<file path="config.mk">
export PLATFORM = sky130hd
export DESIGN_NAME = multicycle_alu_flat
export DESIGN_NICKNAME = d
export VERILOG_FILES = /design/src/rtl/multicycle_alu_if.sv /design/src/rtl/multicycle_alu.sv /design/src/flat_wrapper.sv
export SDC_FILE = /design/constraint.sdc
export NUM_CORES = 1
export LEC_CHECK = 0
export ABC_AREA = 0
export BUFFER_PORTS_ARGS = -buffer_cell sky130_fd_sc_hd__buf_2
export CAP_MARGIN = 20
export CORE_UTILIZATION = 25
export DETAILED_ROUTE_END_ITERATION = 6
export GPL_TIMING_DRIVEN = 1
export HOLD_SLACK_MARGIN = 0.12
export PLACE_DENSITY_LB_ADDON = 0.05
export RECOVER_POWER = 100
export SLEW_MARGIN = 20
export SYNTH_ARGS = -nofsm -noshare
export SYNTH_HDL_FRONTEND = slang
export SYNTH_SLANG_ARGS = --single-unit
</file>
<file path="constraint.sdc">
create_clock -name clk -period 5.2 [get_ports clk]
set_input_delay 0.52 -clock clk [delete_from_list [all_inputs] [get_ports clk]]
set_output_delay 0.52 -clock clk [all_outputs]
set_load 0.1 [all_outputs]
</file>
<file path="src/rtl/multicycle_alu_if.sv">
// Handshake and operand/result bundle between the control unit (master)
// and the multicycle ALU (slave).
interface multicycle_alu_if #(
  parameter int WIDTH = 32
);
  logic             start;
  logic [4:0]       ctrl;
  logic [WIDTH-1:0] A;
  logic [WIDTH-1:0] B;
  logic [WIDTH-1:0] zHI;
  logic [WIDTH-1:0] zLOW;
  logic             busy;
  logic             done;
  logic             div_by_zero;

  modport master (
    output start, ctrl, A, B,
    input  zHI, zLOW, busy, done, div_by_zero
  );

  modport slave (
    input  start, ctrl, A, B,
    output zHI, zLOW, busy, done, div_by_zero
  );
endinterface

</file>
<file path="src/rtl/multicycle_alu.sv">
// Registered ALU: single-cycle logic/shift/add ops plus iterative signed
// multiply (shift-add) and divide (restoring) on operand magnitudes.
module multicycle_alu #(
  parameter int WIDTH = 32,
  parameter int SHW   = $clog2(WIDTH)
) (
  input logic             clk,
  input logic             clr,
  multicycle_alu_if.slave bus
);

  localparam int CW = $clog2(WIDTH) + 1;

  localparam logic [4:0] OP_ADD = 5'b00000;
  localparam logic [4:0] OP_SUB = 5'b00001;
  localparam logic [4:0] OP_MUL = 5'b00010;
  localparam logic [4:0] OP_DIV = 5'b00011;
  localparam logic [4:0] OP_SHR = 5'b00100;
  localparam logic [4:0] OP_SHL = 5'b00101;
  localparam logic [4:0] OP_ROR = 5'b00110;
  localparam logic [4:0] OP_ROL = 5'b00111;
  localparam logic [4:0] OP_AND = 5'b01000;
  localparam logic [4:0] OP_OR  = 5'b01001;
  localparam logic [4:0] OP_NEG = 5'b01010;
  localparam logic [4:0] OP_NOT = 5'b01011;

  typedef enum logic [1:0] {IDLE = 2'd0, ITER = 2'd1, DONE = 2'd2} state_t;

  function automatic logic [WIDTH-1:0] mag(input logic signed [WIDTH-1:0] v);
    return (v < 0) ? -v : v;
  endfunction

  function automatic logic [WIDTH-1:0] cond_neg(input logic [WIDTH-1:0] v, input logic neg);
    return neg ? -v : v;
  endfunction

  function automatic logic [2*WIDTH-1:0] cond_neg2(input logic [2*WIDTH-1:0] v, input logic neg);
    return neg ? -v : v;
  endfunction

  function automatic logic [WIDTH-1:0] rot_r(input logic [WIDTH-1:0] a, input logic [SHW-1:0] amt);
    logic [2*WIDTH-1:0] d;
    d = {a, a} >> amt;
    return d[WIDTH-1:0];
  endfunction

  function automatic logic [WIDTH-1:0] rot_l(input logic [WIDTH-1:0] a, input logic [SHW-1:0] amt);
    logic [2*WIDTH-1:0] d;
    d = {a, a} << amt;
    return d[2*WIDTH-1:WIDTH];
  endfunction

  function automatic logic [WIDTH-1:0] simple_op(input logic [4:0] op,
                                                 input logic [WIDTH-1:0] a,
                                                 input logic [WIDTH-1:0] b);
    logic [WIDTH-1:0] r;
    logic [SHW-1:0]   amt;
    amt = b[SHW-1:0];
    r   = '0;
    case (op)
      OP_ADD:  r = a + b;
      OP_SUB:  r = a - b;
      OP_SHR:  r = a >> amt;
      OP_SHL:  r = a << amt;
      OP_ROR:  r = rot_r(a, amt);
      OP_ROL:  r = rot_l(a, amt);
      OP_AND:  r = a & b;
      OP_OR:   r = a | b;
      OP_NEG:  r = -a;
      OP_NOT:  r = ~a;
      default: r = '0;
    endcase
    return r;
  endfunction

  state_t           state, state_nx;
  logic [CW-1:0]    cnt, cnt_nx;
  logic             busy_r, busy_nx;
  logic             done_r, done_nx;
  logic             dbz_r, dbz_nx;
  logic [WIDTH-1:0] zhi_r, zhi_nx;
  logic [WIDTH-1:0] zlo_r, zlo_nx;
  logic             load, step_en;

  logic signed [WIDTH-1:0] a_s, b_s;
  logic [WIDTH-1:0]        a_mag, b_mag;
  logic                    is_long, is_dbz, is_known;

  // Capture stage: operand magnitudes and result signs
  logic             is_div_p0, neg_q_p0, neg_r_p0;
  logic [WIDTH-1:0] b_mag_p0;
  // Iteration stage: hi = partial product high / remainder, lo = multiplier / quotient
  logic [WIDTH-1:0] hi_p1, lo_p1;

  logic [WIDTH:0]     sum;
  logic [WIDTH-1:0]   rem_sh, step_hi, step_lo;
  logic               ge;
  logic [2*WIDTH-1:0] prod_fix;

  assign a_s      = bus.A;
  assign b_s      = bus.B;
  assign a_mag    = mag(a_s);
  assign b_mag    = mag(b_s);
  assign is_dbz   = (bus.ctrl == OP_DIV) && (bus.B == '0);
  assign is_long  = (bus.ctrl == OP_MUL) || ((bus.ctrl == OP_DIV) && !is_dbz);
  assign is_known = (bus.ctrl <= OP_NOT);

  always_comb begin
    sum    = {1'b0, hi_p1} + (lo_p1[0] ? {1'b0, b_mag_p0} : {(WIDTH+1){1'b0}});
    rem_sh = {hi_p1[WIDTH-2:0], lo_p1[WIDTH-1]};
    ge     = (rem_sh >= b_mag_p0);
    if (is_div_p0) begin
      step_hi = ge ? (rem_sh - b_mag_p0) : rem_sh;
      step_lo = {lo_p1[WIDTH-2:0], ge};
    end else begin
      step_hi = sum[WIDTH:1];
      step_lo = {sum[0], lo_p1[WIDTH-1:1]};
    end
    prod_fix = cond_neg2({step_hi, step_lo}, neg_q_p0);
  end

  always_comb begin
    state_nx = state;
    cnt_nx   = cnt;
    busy_nx  = busy_r;
    done_nx  = 1'b0;
    dbz_nx   = dbz_r;
    zhi_nx   = zhi_r;
    zlo_nx   = zlo_r;
    load     = 1'b0;
    step_en  = 1'b0;
    case (state)
      IDLE: begin
        if (bus.start) begin
          if (is_long) begin
            load     = 1'b1;
            cnt_nx   = CW'(WIDTH);
            busy_nx  = 1'b1;
            state_nx = ITER;
          end else begin
            done_nx  = 1'b1;
            dbz_nx   = is_dbz;
            state_nx = DONE;
            if (is_dbz) begin
              zhi_nx = bus.A;
              zlo_nx = '1;
            end else if (is_known) begin
              zhi_nx = '0;
              zlo_nx = simple_op(bus.ctrl, bus.A, bus.B);
            end
          end
        end
      end
      ITER: begin
        step_en = 1'b1;
        cnt_nx  = cnt - CW'(1);
        if (cnt == CW'(1)) begin
          state_nx = DONE;
          busy_nx  = 1'b0;
          done_nx  = 1'b1;
          dbz_nx   = 1'b0;
          if (is_div_p0) begin
            zhi_nx = cond_neg(step_hi, neg_r_p0);
            zlo_nx = cond_neg(step_lo, neg_q_p0);
          end else begin
            {zhi_nx, zlo_nx} = prod_fix;
          end
        end
      end
      DONE:    state_nx = IDLE;
      default: state_nx = IDLE;
    endcase
  end

  always_ff @(posedge clk or posedge clr) begin
    if (clr) begin
      state  <= IDLE;
      cnt    <= '0;
      busy_r <= 1'b0;
      done_r <= 1'b0;
      dbz_r  <= 1'b0;
      zhi_r  <= '0;
      zlo_r  <= '0;
    end else begin
      state  <= state_nx;
      cnt    <= cnt_nx;
      busy_r <= busy_nx;
      done_r <= done_nx;
      dbz_r  <= dbz_nx;
      zhi_r  <= zhi_nx;
      zlo_r  <= zlo_nx;
    end
  end

  always_ff @(posedge clk) begin
    if (load) begin
      is_div_p0 <= (bus.ctrl == OP_DIV);
      neg_q_p0  <= a_s[WIDTH-1] ^ b_s[WIDTH-1];
      neg_r_p0  <= a_s[WIDTH-1];
      b_mag_p0  <= b_mag;
      hi_p1     <= '0;
      lo_p1     <= a_mag;
    end else if (step_en) begin
      hi_p1 <= step_hi;
      lo_p1 <= step_lo;
    end
  end

  assign bus.zHI         = zhi_r;
  assign bus.zLOW        = zlo_r;
  assign bus.busy        = busy_r;
  assign bus.done        = done_r;
  assign bus.div_by_zero = dbz_r;

endmodule

</file>
<file path="src/flat_wrapper.sv">
// flat-port wrapper written by rule: the top's interface ports become plain ports
module multicycle_alu_flat 
#(
  parameter int WIDTH = 32,
  parameter int SHW   = $clog2(WIDTH)
)
  (clk, clr, bus_start, bus_ctrl, bus_A, bus_B, bus_zHI, bus_zLOW, bus_busy, bus_done, bus_div_by_zero);
  multicycle_alu_if #(.WIDTH(WIDTH)) bus_i ();
  input logic clk;
  input logic clr;
  input wire logic [$bits(bus_i.start)-1:0] bus_start;
  input wire logic [$bits(bus_i.ctrl)-1:0] bus_ctrl;
  input wire logic [$bits(bus_i.A)-1:0] bus_A;
  input wire logic [$bits(bus_i.B)-1:0] bus_B;
  output wire logic [$bits(bus_i.zHI)-1:0] bus_zHI;
  output wire logic [$bits(bus_i.zLOW)-1:0] bus_zLOW;
  output wire logic [$bits(bus_i.busy)-1:0] bus_busy;
  output wire logic [$bits(bus_i.done)-1:0] bus_done;
  output wire logic [$bits(bus_i.div_by_zero)-1:0] bus_div_by_zero;
  assign bus_i.start = bus_start;
  assign bus_i.ctrl = bus_ctrl;
  assign bus_i.A = bus_A;
  assign bus_i.B = bus_B;
  assign bus_zHI = bus_i.zHI;
  assign bus_zLOW = bus_i.zLOW;
  assign bus_busy = bus_i.busy;
  assign bus_done = bus_i.done;
  assign bus_div_by_zero = bus_i.div_by_zero;
  multicycle_alu #(.WIDTH(WIDTH), .SHW(SHW)) u_core (.clk(clk), .clr(clr), .bus(bus_i));
endmodule
</file>
## Yosys cells after proc, flatten, opt, wreduce, memory -nomap -nowiden

Cells that the tools add are included.
W data, S select, Z words.

- Output and inout port bits: 67
- Register bits after elaboration: 174

- Bitwise logic cells: 4
- Shift operators: 4
- Magnitude comparators: 4
- Reduce and logical (&&, ||, !) cells: 14
- Eq/ne operators: 18
- Mux-type cells: 48
- Add/sub/neg operators: 11

Operator list:

| kind | number |
|---|---|
| $mux W32 | 22 |
| $pmux W32 S10 | 1 |
| $neg A32 Y32 | 5 |
| $pmux W32 S2 | 2 |
| $lt A32 B1 Y1 const B | 2 |
| $mux W64 | 1 |
| $neg A64 Y64 | 1 |
| $shl A64 B5 Y64 | 1 |
| $shr A64 B5 Y32 | 1 |
| $sub A32 B32 Y32 | 2 |
| $add A32 B33 Y33 | 1 |
| $add A32 B32 Y32 | 1 |
| $and A32 B32 Y32 | 1 |
| $ge A32 B32 Y1 | 1 |
| $logic_not A32 Y1 | 1 |
| $not A32 Y32 | 1 |
| $or A32 B32 Y32 | 1 |
| $shl A32 B5 Y32 | 1 |
| $shr A32 B5 Y32 | 1 |
| $eq A5 B3 Y1 const B | 4 |
| $eq A5 B4 Y1 const B | 4 |
| $mux W1 | 12 |
| $mux W6 | 2 |
| $pmux W6 S2 | 1 |
| 23 further kinds | 33 |

## Longest topological paths before layout

- Depth in word-level cells: 9
- Depth in mapped cells: 28
- Depth with buffers taken out: 24

## Worst setup path after synthesis

OpenSTA, ideal clock, no wires.

- Kind: in2reg
- From: input port bus_B[0]
- To: register u_core.zlo_r[21], in the netlist u_core.bus.zLOW[21]
- Stages: 23
- Library setup time: 0.134 ns
- Arrival: 6.355 ns
- Setup slack: -1.289 ns
- Data required time: 5.066 ns
- Buffers on the path: 5
- Cell sequence: clkbuf_1 > inv_1 > clkbuf_1 > buf_1 > clkbuf_1 > ha_1 > or3b_1 > or4b_1 > clkbuf_1 > or2_2 > or4_1 > nand2_1 > xor2_1 > ha_1 > a21o_1 > a21o_1 > a221o_1 > a221oi_1 > o21bai_1 > a31oi_1 > xnor2_1 > a2111oi_0 > o21ai_0

- Word-level cells in the longest chain between the ends: 7

Ends and longest elaborated chain:

| item | RTL line | source |
|---|---|---|
| from (decl) | flat_wrapper.sv:14 | `input wire logic [$bits(bus_i.B)-1:0] bus_B;` |
| $sub A32 B32 Y32 (tied with other cells) | multicycle_alu.sv:62 | `OP_SUB: r = a - b;` |
| $pmux W32 S10 or $logic_and A1 B1 Y1 (tied branches) | multicycle_alu.sv:60, multicycle_alu.sv:104 |  |
| $mux W32 or $logic_not A1 Y1 (tied branches) | multicycle_alu.sv:147, multicycle_alu.sv:105 |  |
| $mux W32 or $logic_and A1 B1 Y1 (tied branches) | multicycle_alu.sv:144, multicycle_alu.sv:105 |  |
| $mux W32 or $logic_or A1 B1 Y1 (tied branches) | multicycle_alu.sv:135, multicycle_alu.sv:105 |  |
| $mux W32 or $ne A2 B2 Y1 (tied branches) | -- |  |
| $pmux W32 S2 or $reduce_and A5 Y1 (tied branches) | -- |  |
| to (signal assigned) | multicycle_alu.sv:191 | `zlo_r <= zlo_nx;` |
| to (decl) | multicycle_alu.sv:82 | `logic [WIDTH-1:0] zlo_r, zlo_nx;` |

Parallel ways exist; a longest one is shown, timed or not. The select of a mux whose other input is x is not followed.
A chain may end at the register's enable or synchronous reset.

## Worst setup path after layout

- From: register u_core.lo_p1[0]
- To: register u_core.zhi_r[17], in the netlist u_core.bus.zHI[17]

- Word-level cells in the longest chain between the ends: 8

Ends and longest elaborated chain:

| item | RTL line | source |
|---|---|---|
| from (decl) | multicycle_alu.sv:93 | `logic [WIDTH-1:0] hi_p1, lo_p1;` |
| from (signal assigned) | multicycle_alu.sv:202 | `lo_p1 <= a_mag;` |
| from (signal assigned) | multicycle_alu.sv:205 | `lo_p1 <= step_lo;` |
| $mux W32 | multicycle_alu.sv:109 | `sum = {1'b0, hi_p1} + (lo_p1[0] ? {1'b0, b_mag_p0} : {(WIDTH+1){1'b0}});` |
| $add A32 B33 Y33 | multicycle_alu.sv:109 |  |
| $mux W32 | multicycle_alu.sv:112 | `if (is_div_p0) begin` |
| $neg A64 Y64 or $neg A32 Y32 (tied branches) | multicycle_alu.sv:38, multicycle_alu.sv:34 |  |
| $mux W64 or $mux W32 (tied branches) | multicycle_alu.sv:38, multicycle_alu.sv:34 |  |
| $mux W32 (*) | multicycle_alu.sv:162 | `if (is_div_p0) begin` |
| $mux W32 (*) | multicycle_alu.sv:157 | `if (cnt == CW'(1)) begin` |
| $pmux W32 S2 (*) | multicycle_alu.sv:132 | `case (state)` |
| to (signal assigned) | multicycle_alu.sv:190 | `zhi_r <= zhi_nx;` |
| to (decl) | multicycle_alu.sv:81 | `logic [WIDTH-1:0] zhi_r, zhi_nx;` |

Mark *: on every way between the ends. The rest lies on a longest branch, timed or not. The select of a mux whose other input is x is not followed.

==> reports/results.ini <==
[run_status]
status = finished with violations
violations = max-capacitance violations, max-slew violations

[synthesis]
syn-instance-count = 3082
yosys.cell_count.top_type = nor2_1
syn_avg_cell_area_um2 = 7.24
yosys.area.top_type = edfxtp_1
synth_top_area_share_pct = 9.02
synth-seq-area-share_pct = 20.3
synth_area_leaders = edfxtp_1, dfrtp_1, nor2_1, ha_1, a21oi_1
synthArstFlopShare_pct = 43.1
synth_nets = 3264
syn_area_um2 = 22300
synth_common_cells = nor2_1, nand2_1, a21oi_1
synthDistinctLibCells = 101
yosys_warnings = 0
ys.flop_type = dfrtp_1
synth_edf_count = 67
ys_ff_latch = 174

[pwr]
pwr-share-comb_pct = 68.1
p_leak_nw = 10.7
seq_power_share_pct = 19.1
switching_share_pct = 56.2
p_sw_mw = 6.15
clockPowerShare_pct = 12.8
power_density_nw_per_um2 = 411
vdd_drop_max_uv = 442
internal_power_mw = 4.79

[critical_path]
rr_startpoint = u_core.lo_p1[0]
crit_path_top_delay_cell = or4_4
critPathLaunchType = flip-flop
crit_arrival_ns = 5.47
cp-end-kind = flip-flop
slowest_delay_ns = 0.60
r2r-end = u_core.bus.zHI[17]
critPathKind = flip-flop to flip-flop
cp_max_fo = 5
crit_required_ns = 5.61
path_cells = buf_4 -> and2_1 -> ha_1 -> fa_1 -> a21oi_1 -> o22ai_1 -> o41a_1 -> a21boi_1 -> xor2_1 -> nor2_1 -> a311o_1 -> or2_1 -> or4_4 -> o31ai_1 -> xnor2_1 -> a221oi_2 -> buf_4 -> nor2_1
reg2reg_depth = 18
rrSetupSlack_ns = 0.14

[timing]
worstMarginPinSlew_ns = 3.15
min_period_ns = 5.06
setup_viol = 0
fin_crit_sh_pct = 97.3
setup_slack_ns = 0.142
holdWs_ns = 0.459
drv_slew = 253
slew_headroom_pct = -110
max_freq_mhz = 198
hold_violations = 0
fin_skew_ns = 0.0366
fin_setup_tns_ns = 0

[finish]
seq_area_um2 = 4530
syn2layout_area_growth_pct = 19.2
drive_above_1_share_pct = 15.3
n_fill_cell = 9784
multi_input_area_um2 = 16700
nNetsFinal = 3497

[route]
routed_wl_mm = 131
viasPerCell = 5.64
first_iter_violations = 2506
drc = 0
wl_per_cell_um = 29.0
vias = 25400
drtAntennaViolNets = 0
dr.pass1.iters = 5

[clock_tree]
clock_latency_ns = 0.52
htree_levels = 4
cts_tree = done
clkTransAtPathRegs_ns = 0.09
root_buffer = clkbuf_16
clock_path_buffers = 2
clkSinkCount = 174
numCtsBuffers = 17

[global_routing]
grt_util_all_layers_pct = 28.4
grt_max_degree = 90
grt_pass1_wl_mm = 185
gr-total-overflow = 0
grt_antenna_before_repair = 16
grt_pass1_vias = 24200

[hold_path]
holdPathStages = 2
min_from = bus_B[12]
whs_endpoint = u_core.b_mag_p0[12]
hp-class = input port to flip-flop

[job]
cap_violations = 7

[floorplanning]
ios = 139
num_rows = 109
initial_utilization_pct = 25.3
core-area_um2 = 88400
die_height_um = 301
die_area_um2 = 90500
die_x_um = 301

[place]
io_buffers = 138
routabilityCongestion = 0.959
dp_hpwl_mm = 105
pre_cts_slack_ns = -0.387

==> kinds of logic (layout without fill, tap and decap cells) <==
logic type	Yosys count	after routing	synth area share, %
mux	136	136	6.50
xor+xnor	228	228	8.95
compound gates	983	983	28.1
other cells	0	4	0
simple gates	1105	1105	23.3
flops	174	174	20.3
buf+inv	328	574	5.75
fa+ha+maj	128	128	7.08
==> placed cells by master (no fill, tap or decap), drive strengths merged, types with 12 or more instances in the layout <==
cell	n
clkbuf	109
xnor2	139
or4	16
a21oi	259
a211oi	41
a21o	45
nand4	22
mux2	22
nor2b	15
or2	16
a2111oi	24
edfxtp	67
buf	371
o21ai	267
maj3	18
nand2	285
and2	45
mux2i	109
and3	22
nand3	62
o31ai	41
nor4	20
nor2	393
nor3b	12
a21boi	12
xor2	89
dfxtp	32
a31oi	29
nor3	92
o21a	20
dfrtp	75
inv	82
o211ai	51
ha	107
o21bai	16
nand2b	47
a221oi	24
or3	40
o22ai	33
==> critical path, delay by kind of cell, from the launching register on <==
family	cells	cell delay, ns
buffers and inverters	2	0.35
XOR/XNOR	2	0.36
flip-flops	1	0.37
AO/OA/AOI/OAI	7	2.01
AND/OR/NAND/NOR	5	1.21
adder cells (fa/ha/maj)	2	0.64
==> repair_timing <==
action                                  4_1_cts  5_1_grt
setup buffers                                 2        2
pin swaps                                     2        3
hold endpoints to repair                     27        0
gates resized for setup                       5       23
hold buffers                                  1        0
endpoints found under the setup margin       13       34
==> routing by layer <==
| metal | routed length, µm | up-vias | global-route usage, % |
|---|---|---|---|
| met2 | 56200 | 930 | 42.8 |
| met3 | 7270 | 99 | 3.46 |
| met5 | 13 | - | 0 |
| met4 | 2470 | 2 | 6.60 |
| li1 | - | 11700 | - |
| met1 | 64700 | 12600 | 42.5 |
==> power by group through the flow <==
| stage | sequential [mW] | clock [mW] | combinational [mW] |
|---|---|---|---|
| finish | 2.09 | 1.40 | 7.45 |
| global route | 2.13 | 1.48 | 7.92 |
| CTS | 2.09 | 1.43 | 7.40 |
| detailed placement | 2.11 | 0 | 7.36 |
| global placement | 2.12 | 0 | 7.36 |
| floorplan | 3.15 | 0 | 3.45 |
==> flip-flops by register name, summed over array words and instances (netlist names) <==
| name | count |
|---|---|
| u_core.bus.zHI | 32 |
| u_core.is_div_p0 | 1 |
| u_core.bus.div_by_zero | 1 |
| u_core.state | 2 |
| u_core.bus.busy | 1 |
| u_core.cnt | 6 |
| u_core.neg_q_p0 | 1 |
| u_core.b_mag_p0 | 32 |
| u_core.neg_r_p0 | 1 |
| u_core.bus.done | 1 |
| u_core.bus.zLOW | 32 |
| u_core.hi_p1 | 32 |
| u_core.lo_p1 | 32 |
==> worst max path at each step <==
stage	slack (ns)	cells after the start	end	from
floorplan	-0.36	24	u_core.bus.zLOW[24]	bus_B[0]
global placement	-0.44	20	u_core.bus.zLOW[30]	bus_B[0]
detailed placement	-0.39	20	u_core.bus.zLOW[30]	bus_B[1]
CTS	0.01	18	u_core.bus.zHI[22]	u_core.lo_p1[0]
global route	-0.08	22	u_core.bus.zHI[11]	u_core.lo_p1[31]
finish	0.14	18	u_core.bus.zHI[17]	u_core.lo_p1[0]
==> stage by stage <==
stage                     util, %  total power, mW  instance area, µm²  std cells
after detailed placement     29.4             9.47               26000       4456
after CTS                    30.2             10.9               26700       4491
after floorplan                 -             6.60               22400       3082
final                        30.1             10.9               26600       4497
after global routing         30.1             11.5               26600       4497
after global placement       29.4             9.48               26000       4456
==> area by class of cell <==
cell class / count / area share, %
well taps: 1165 / 5.48
clock buffers: 17 / 1.60
repair buffers: 464 / 11.4
flip-flops and latches: 174 / 17.0
multi-input cells: 2580 / 62.8
clock inverters: 15 / 0.630
inverters: 78 / 1.11
diodes: 4 / 0.0376
No activity file was read; power rests on OpenSTA's default activity.
